--- config.mk ---
export PLATFORM = sky130hd
export DESIGN_NAME = trb_mem_arbiter
export DESIGN_NICKNAME = d
export VERILOG_FILES = /design/src/rtl/trb_mem_arbiter.sv
export SDC_FILE = /design/constraint.sdc
export NUM_CORES = 1
export LEC_CHECK = 0
export ABC_AREA = 1
export BUFFER_PORTS_ARGS = -buffer_cell sky130_fd_sc_hd__buf_2
export CORE_MARGIN = 2
export CORE_UTILIZATION = 35
export CTS_CLUSTER_DIAMETER = 30
export DETAILED_ROUTE_END_ITERATION = 8
export HOLD_SLACK_MARGIN = 0.05
export PLACE_DENSITY = 0.55
export SLEW_MARGIN = 20
export SYNTH_ARGS = -nofsm -noshare
export SYNTH_HDL_FRONTEND = slang
export SYNTH_SLANG_ARGS = --single-unit
--- constraint.sdc ---
create_clock -name clk_i -period 2.45 [get_ports clk_i]
set_input_delay 0 -clock clk_i [delete_from_list [all_inputs] [get_ports clk_i]]
set_output_delay 0 -clock clk_i [all_outputs]
set_load 0.05 [all_outputs]
--- src/rtl/trb_mem_arbiter.sv ---
// trb_mem_arbiter: time-sliced trace memory shared between a logger and a host.
// Each period of TURN_DIV cycles has a LOG slot (count 0), a HOST slot
// (count 1) and IDLE slots. The logger reads when entering LOG and writes when
// leaving it. The host is served when leaving HOST.
// Optional feature macro: TRB_MEM_PARITY_EN stores an even-parity bit per word
// and flags mismatches on reads in a sticky parity_err_o.
//
// Host handshake: host_req_i is a request level that the host holds stable
// (with we/addr/wdata) until it sees host_ack_o. The request is sampled only
// on the edge leaving the HOST slot. host_ack_o is a one-cycle pulse that
// completes the transfer, and host_rdata_o is valid from the ack onward.
`ifndef TRB_DEPTH
`define TRB_DEPTH 16
`endif
`ifndef TRB_WIDTH
`define TRB_WIDTH 8
`endif

module trb_mem_arbiter #(
  parameter int DEPTH    = `TRB_DEPTH,
  parameter int WIDTH    = `TRB_WIDTH,
  parameter int TURN_DIV = 4
) (
  input  logic                     clk_i,
  input  logic                     rst_ni,
  output logic                     rw_turn_o,
  input  logic                     write_i,
  output logic                     write_allow_o,
  output logic                     read_allow_o,
  input  logic [$clog2(DEPTH)-1:0] write_ptr_i,
  input  logic [$clog2(DEPTH)-1:0] read_ptr_i,
  input  logic [WIDTH-1:0]         dmem_i,
  output logic [WIDTH-1:0]         dmem_o,
  input  logic                     host_lock_i,
  input  logic                     host_req_i,
  input  logic                     host_we_i,
  input  logic [$clog2(DEPTH)-1:0] host_addr_i,
  input  logic [WIDTH-1:0]         host_wdata_i,
  output logic                     host_ack_o,
  output logic [WIDTH-1:0]         host_rdata_o,
  output logic                     parity_err_o,
  output logic [1:0]               dbg_state_o
);
  localparam int AW = $clog2(DEPTH);
  localparam int CW = $clog2(TURN_DIV);
  localparam logic [CW-1:0] LAST = CW'(TURN_DIV - 1);
`ifdef TRB_MEM_PARITY_EN
  localparam int MW = WIDTH + 1;
`else
  localparam int MW = WIDTH;
`endif

  typedef enum logic [1:0] {ST_LOG = 2'd0, ST_HOST = 2'd1, ST_IDLE = 2'd2} state_t;

  state_t            state_q, state_d;
  logic [CW-1:0]     cnt_q, cnt_d;
  logic              run_q;
  logic              rw_turn_q, rw_turn_d;
  logic [WIDTH-1:0]  dmem_q, dmem_d;
  logic [WIDTH-1:0]  rdata_q, rdata_d;
  logic              ack_q, ack_d;
  logic              lock_q;
  logic [MW-1:0]     mem_q [DEPTH];
  logic              mem_we;
  logic [AW-1:0]     mem_waddr;
  logic [WIDTH-1:0]  mem_wdata;
  logic [MW-1:0]     rd_log_word, rd_host_word;
  logic              leave_log, leave_host, load_dmem, host_rd;

  // Pointers wider than the memory wrap back into range (ptr < 2*DEPTH).
  function automatic logic [AW-1:0] wrap(input logic [AW-1:0] p);
    if ({1'b0, p} >= (AW+1)'(DEPTH)) return AW'({1'b0, p} - (AW+1)'(DEPTH));
    return p;
  endfunction

  assign rd_log_word  = mem_q[wrap(read_ptr_i)];
  assign rd_host_word = mem_q[wrap(host_addr_i)];

  // Slot sequencing, memory access decisions and next values of all outputs.
  // run_q holds the counter at 0 for the first edge so that the first cycle
  // after that edge is a full LOG slot with the strobe already registered.
  always_comb begin
    cnt_d     = cnt_q;
    state_d   = state_q;
    rw_turn_d = 1'b0;
    dmem_d    = dmem_q;
    rdata_d   = rdata_q;
    ack_d     = 1'b0;
    mem_we    = 1'b0;
    mem_waddr = '0;
    mem_wdata = '0;
    if (!run_q || cnt_q == LAST) cnt_d = '0;
    else                         cnt_d = cnt_q + CW'(1);
    if (cnt_d == '0)             state_d = ST_LOG;
    else if (cnt_d == CW'(1))    state_d = ST_HOST;
    else                         state_d = ST_IDLE;
    rw_turn_d  = (state_d == ST_LOG);
    load_dmem  = (state_d == ST_LOG);
    leave_log  = run_q && (state_q == ST_LOG);
    leave_host = run_q && (state_q == ST_HOST);
    host_rd    = leave_host && host_req_i && !host_we_i;
    if (load_dmem) dmem_d = rd_log_word[WIDTH-1:0];
    if (leave_host && host_req_i) ack_d = 1'b1;
    if (host_rd) rdata_d = rd_host_word[WIDTH-1:0];
    if (leave_log && write_i && !lock_q) begin
      mem_we    = 1'b1;
      mem_waddr = wrap(write_ptr_i);
      mem_wdata = dmem_i;
    end else if (leave_host && host_req_i && host_we_i && lock_q) begin
      mem_we    = 1'b1;
      mem_waddr = wrap(host_addr_i);
      mem_wdata = host_wdata_i;
    end
  end

  // State and output registers; asynchronous reset aborts any access in flight.
  always_ff @(posedge clk_i or negedge rst_ni) begin
    if (!rst_ni) begin
      state_q   <= ST_LOG;
      cnt_q     <= '0;
      run_q     <= 1'b0;
      rw_turn_q <= 1'b0;
      dmem_q    <= '0;
      rdata_q   <= '0;
      ack_q     <= 1'b0;
      lock_q    <= 1'b0;
    end else begin
      state_q   <= state_d;
      cnt_q     <= cnt_d;
      run_q     <= 1'b1;
      rw_turn_q <= rw_turn_d;
      dmem_q    <= dmem_d;
      rdata_q   <= rdata_d;
      ack_q     <= ack_d;
      lock_q    <= host_lock_i;
    end
  end

  // Memory array is not reset; writes are gated by run_q which clears at once.
  always_ff @(posedge clk_i) begin
`ifdef TRB_MEM_PARITY_EN
    if (mem_we) mem_q[mem_waddr] <= {^mem_wdata, mem_wdata};
`else
    if (mem_we) mem_q[mem_waddr] <= mem_wdata;
`endif
  end

`ifdef TRB_MEM_PARITY_EN
  logic perr_q;
  // Sticky parity flag: any logger or host read of a word with odd parity.
  always_ff @(posedge clk_i or negedge rst_ni) begin
    if (!rst_ni) perr_q <= 1'b0;
    else if ((load_dmem && (^rd_log_word)) || (host_rd && (^rd_host_word))) perr_q <= 1'b1;
  end
  assign parity_err_o = perr_q;
`else
  assign parity_err_o = 1'b0;
`endif

  assign rw_turn_o     = rw_turn_q;
  assign dmem_o        = dmem_q;
  assign host_rdata_o  = rdata_q;
  assign host_ack_o    = ack_q;
  assign write_allow_o = !lock_q;
  assign read_allow_o  = !lock_q;
  assign dbg_state_o   = state_q;
endmodule

==> metrics.md <==
| Metric | Value |
|---|---|
| RSZ-0062 raised after global routing | false |
| Standard-cell rows | 55 |
| Post-Place Worst Slack | 0.150 ns |
| Portion of the post-synthesis area used by sequential elements | 0.555 |
| Synthesized instance count | 975 |
| Fill cells | 2276 |
| RR Endpoint | mem_q[7][2]$_DFFE_PP_ |
| Vias per std cell | 5.05 |
| Number of warnings reported in the yosys synthesis log | 0 |
| Antenna Diode Count | 0 |
| Class of the worst hold path | input pin to asynchronous set/reset pin |
| Static power due to leakage | 4.43 nW |
| Chip height | 155 µm |
| Measured slew at the worst slew-check pin | 0.777 ns |
| Die outline area | 24100 µm² |
| Placed cell count | 1304 |
| Congestion Overflow GR | 0 |
| Average wire length per cell after detail routing | 18.2 µm |
| Share of the core filled with cells | 0.413 |
| Max-cap violations | 0 |
| Clock-pin slew reported for the worst setup and hold paths after clock tree synthesis | 0.06 ns |
| Setup slack of the most critical reg-to-reg path | 0.18 ns |
| Effective utilization at floorplan | 0.355 |
| Number of cells upsized or downsized after cts | 0 |
| Placeable core area | 22600 µm² |
| Clock latency of the later-clocked register in the worst-skew pair | 0.44 ns |
| Largest net degree at the start of global routing | 65 |
| Worst clock skew | 0.0106 ns |
| P per Cell Area | 718 nW/µm² |
| Leading post-synthesis cells by cell area | edfxtp_1 (48%), nand2_1 (16%), nand3_1 (14%) |
| Share of final-layout standard cells stronger than drive strength 1 | 0.141 |
| Total Wirelength | 24400 µm |
| Layout overhead on the synthesized area | 16.5% |
| H-Tree Depth | 4 |
| Overall global routing resource usage | 0.209 |
| Layout Cells excl Fill | 1340 |
| Mapped Area | 8010 µm² |
| Crit path required time | 2.52 ns |
| Setup TNS after final layout | 0 ns |
| Synthesized flop and latch total | 152 |
| Routability congestion estimate | 0.879 |
| Post-route setup slack | 0.175 ns |
| Detailed Place HPWL | 16200 µm |
| Post-route fraction of the period consumed by the critical path | 0.929 |
| Critical path peak fanout | 8 |
| Hold-fix buffer count after cts | 4 |
| Status | complete, no violations |
| Sort of element at the start of the critical path | register |
| Reg-to-reg critical path startpoint | dbg_state_o[1]$_DFF_PN0_ |
| Number of buffers inserted to repair setup after CTS | 0 |
| Via total after detailed routing | 6764 |
| Total nets after synthesis | 1010 |
| Clock tree from TritonCTS | built |
| Final ANT Viol Nets | 0 |
| Clock Tree Root | clkbuf_16 |
| First-pass GRT wire length | 37100 µm |
| Category of the critical setup timing path | register to register |
| Hold Worst Slack | 0.0808 ns |
| Yosys top cell area share | 0.480 |
| # clock sinks | 152 |
| Count of TritonRoute iterations in the first routing pass | 6 |
| Antenna violations before repair | 0 |
| Max frequency | 440 MHz |
| Final-report setup violation count | 0 |
| Max Slew Vio Count | 0 |
| Remaining max-slew budget at the tightest pin | 0.482 |
| Mapped Avg Cell Area | 8.21 µm² |
| Library cell occupying the most area in the post-synthesis netlist | edfxtp_1 |
| Die Width | 155 µm |
| Count of unresolved DRC violations after routing | 0 |
| Number of buffers created by CTS | 17 |
| Endpoint class of the critical path | register |
| Number of distinct library cells after synthesis | 26 |
| Minimum clock period | 2.27 ns |
| Reg area | 4440 µm² |
| Largest voltage drop on the vdd net | 0.384 mV |
| Net count, final | 1077 |
| Hold violation total from the final report | 0 |
| Number of top-level pins | 57 |
| Port-buffer cells | 55 |
| Max Buffers Root-to-Sink | 2 |
| Multi-input logic area | 2700 µm² |
| Via count of the first global-routing pass | 6485 |
| Register-to-Register Path Depth | 7 |
| Initial DRC Count | 816 |
| Worst path arrival time | 2.34 ns |
[per-layer routing]
layer / track usage / routed length [µm] / vias to the layer above
met4: 0.0703 / 536 / 0
met2: 0.343 / 11700 / 300
met3: 0.0485 / 1890 / 39
li1: - / - / 3238
met1: 0.275 / 10300 / 3187
met5: 0 / 0 / -
[cell usage after synthesis]
cell      instances
nor2_2            3
nand4_2           1
nand2_1         334
ha_1              1
nand3_2           1
o21ai_2           2
nand2_4           3
inv_1           152
buf_4             5
dfrtp_1          24
o21ai_0           8
nor2_1           21
nor3_1            2
conb_1            2
o21ai_1           1
buf_1             1
buf_2            30
nor2_4            2
buf_6             2
edfxtp_1        128
clkbuf_1         14
nand3_1         224
nand4_1           1
nand2_2           6
inv_2             6
o21ai_4           1
[where the power goes]
part	total, mW	internal, mW	switching, mW
Combinational	1.12	0.280	0.844
Clock	2.62	1.57	1.05
Sequential	2.96	2.90	0.0525
[registers in the layout, indices dropped and copies added, names as in the netlist]
signal        cells
host_ack_o        1
cnt_q             2
dbg_state_o       2
rw_turn_o         1
host_rdata_o      8
dmem_o            8
lock_q            1
mem_q           128
run_q             1
[metrics by stage]
stage	instance area, µm²	power (mW)
2_1_floorplan	8010	3.78
3_3_place_gp	8710	4.12
3_5_place_dp	8710	4.13
4_1_cts	9330	6.73
5_1_grt	9330	6.95
6_report	9330	6.70
[cell usage in the layout, fill, tap and decap left out, drive strengths merged]
cell type	Yosys	layout
nand2	343	343
nand3	225	225
inv	158	158
edfxtp	128	128
buf	38	96
nor2	26	26
clkbuf	14	25
dfrtp	24	24
o21ai	12	12
clkinv	0	6
dlygate4sd3	0	4
nor3	2	2
conb	2	2
nand4	2	2
ha	1	1
bufinv	0	1
[critical path: stages (launching register included)]
cell,delay (ns)
dfrtp_1,0.41
inv_1,0.08
nand4_2,0.13
nor2_2,0.31
nand2_1,0.11
o21ai_2,0.12
nand2_2,0.14
nor2_1,0.61
[logic make-up after synthesis]
logic type,after synthesis,share of synthesized area
adder cells (fa/ha/maj),1,0.00156
buffers and inverters,210,0.107
other,2,0.000938
flip-flops,152,0.555
AND/OR/NAND/NOR,598,0.325
AO/OA/AOI/OAI,12,0.00984
[cell type report]
type	count	share of cell area
Sequential cell	152	0.476
Multi-Input combinational cell	613	0.290
Timing Repair Buffer	100	0.0695
Inverter	158	0.0636
Clock buffer	25	0.0555
Tap cell	285	0.0382
Clock inverter	7	0.00724
[how the worst max path moves through the flow]
stage                                        start               endpoint  slack [ns]  cells after the start
after floorplan           dbg_state_o[0]$_DFF_PN0_  mem_q[4][0]$_DFFE_PP_        0.28                      7
after global placement    dbg_state_o[1]$_DFF_PN0_  mem_q[7][7]$_DFFE_PP_        0.21                      7
after detailed placement  dbg_state_o[1]$_DFF_PN0_  mem_q[7][2]$_DFFE_PP_        0.15                      7
after CTS                 dbg_state_o[1]$_DFF_PN0_  mem_q[7][2]$_DFFE_PP_        0.15                      7
after global routing      dbg_state_o[1]$_DFF_PN0_  mem_q[7][2]$_DFFE_PP_        0.02                      7
final                     dbg_state_o[1]$_DFF_PN0_  mem_q[7][2]$_DFFE_PP_        0.18                      7
No activity file was read; power rests on OpenSTA's default activity.
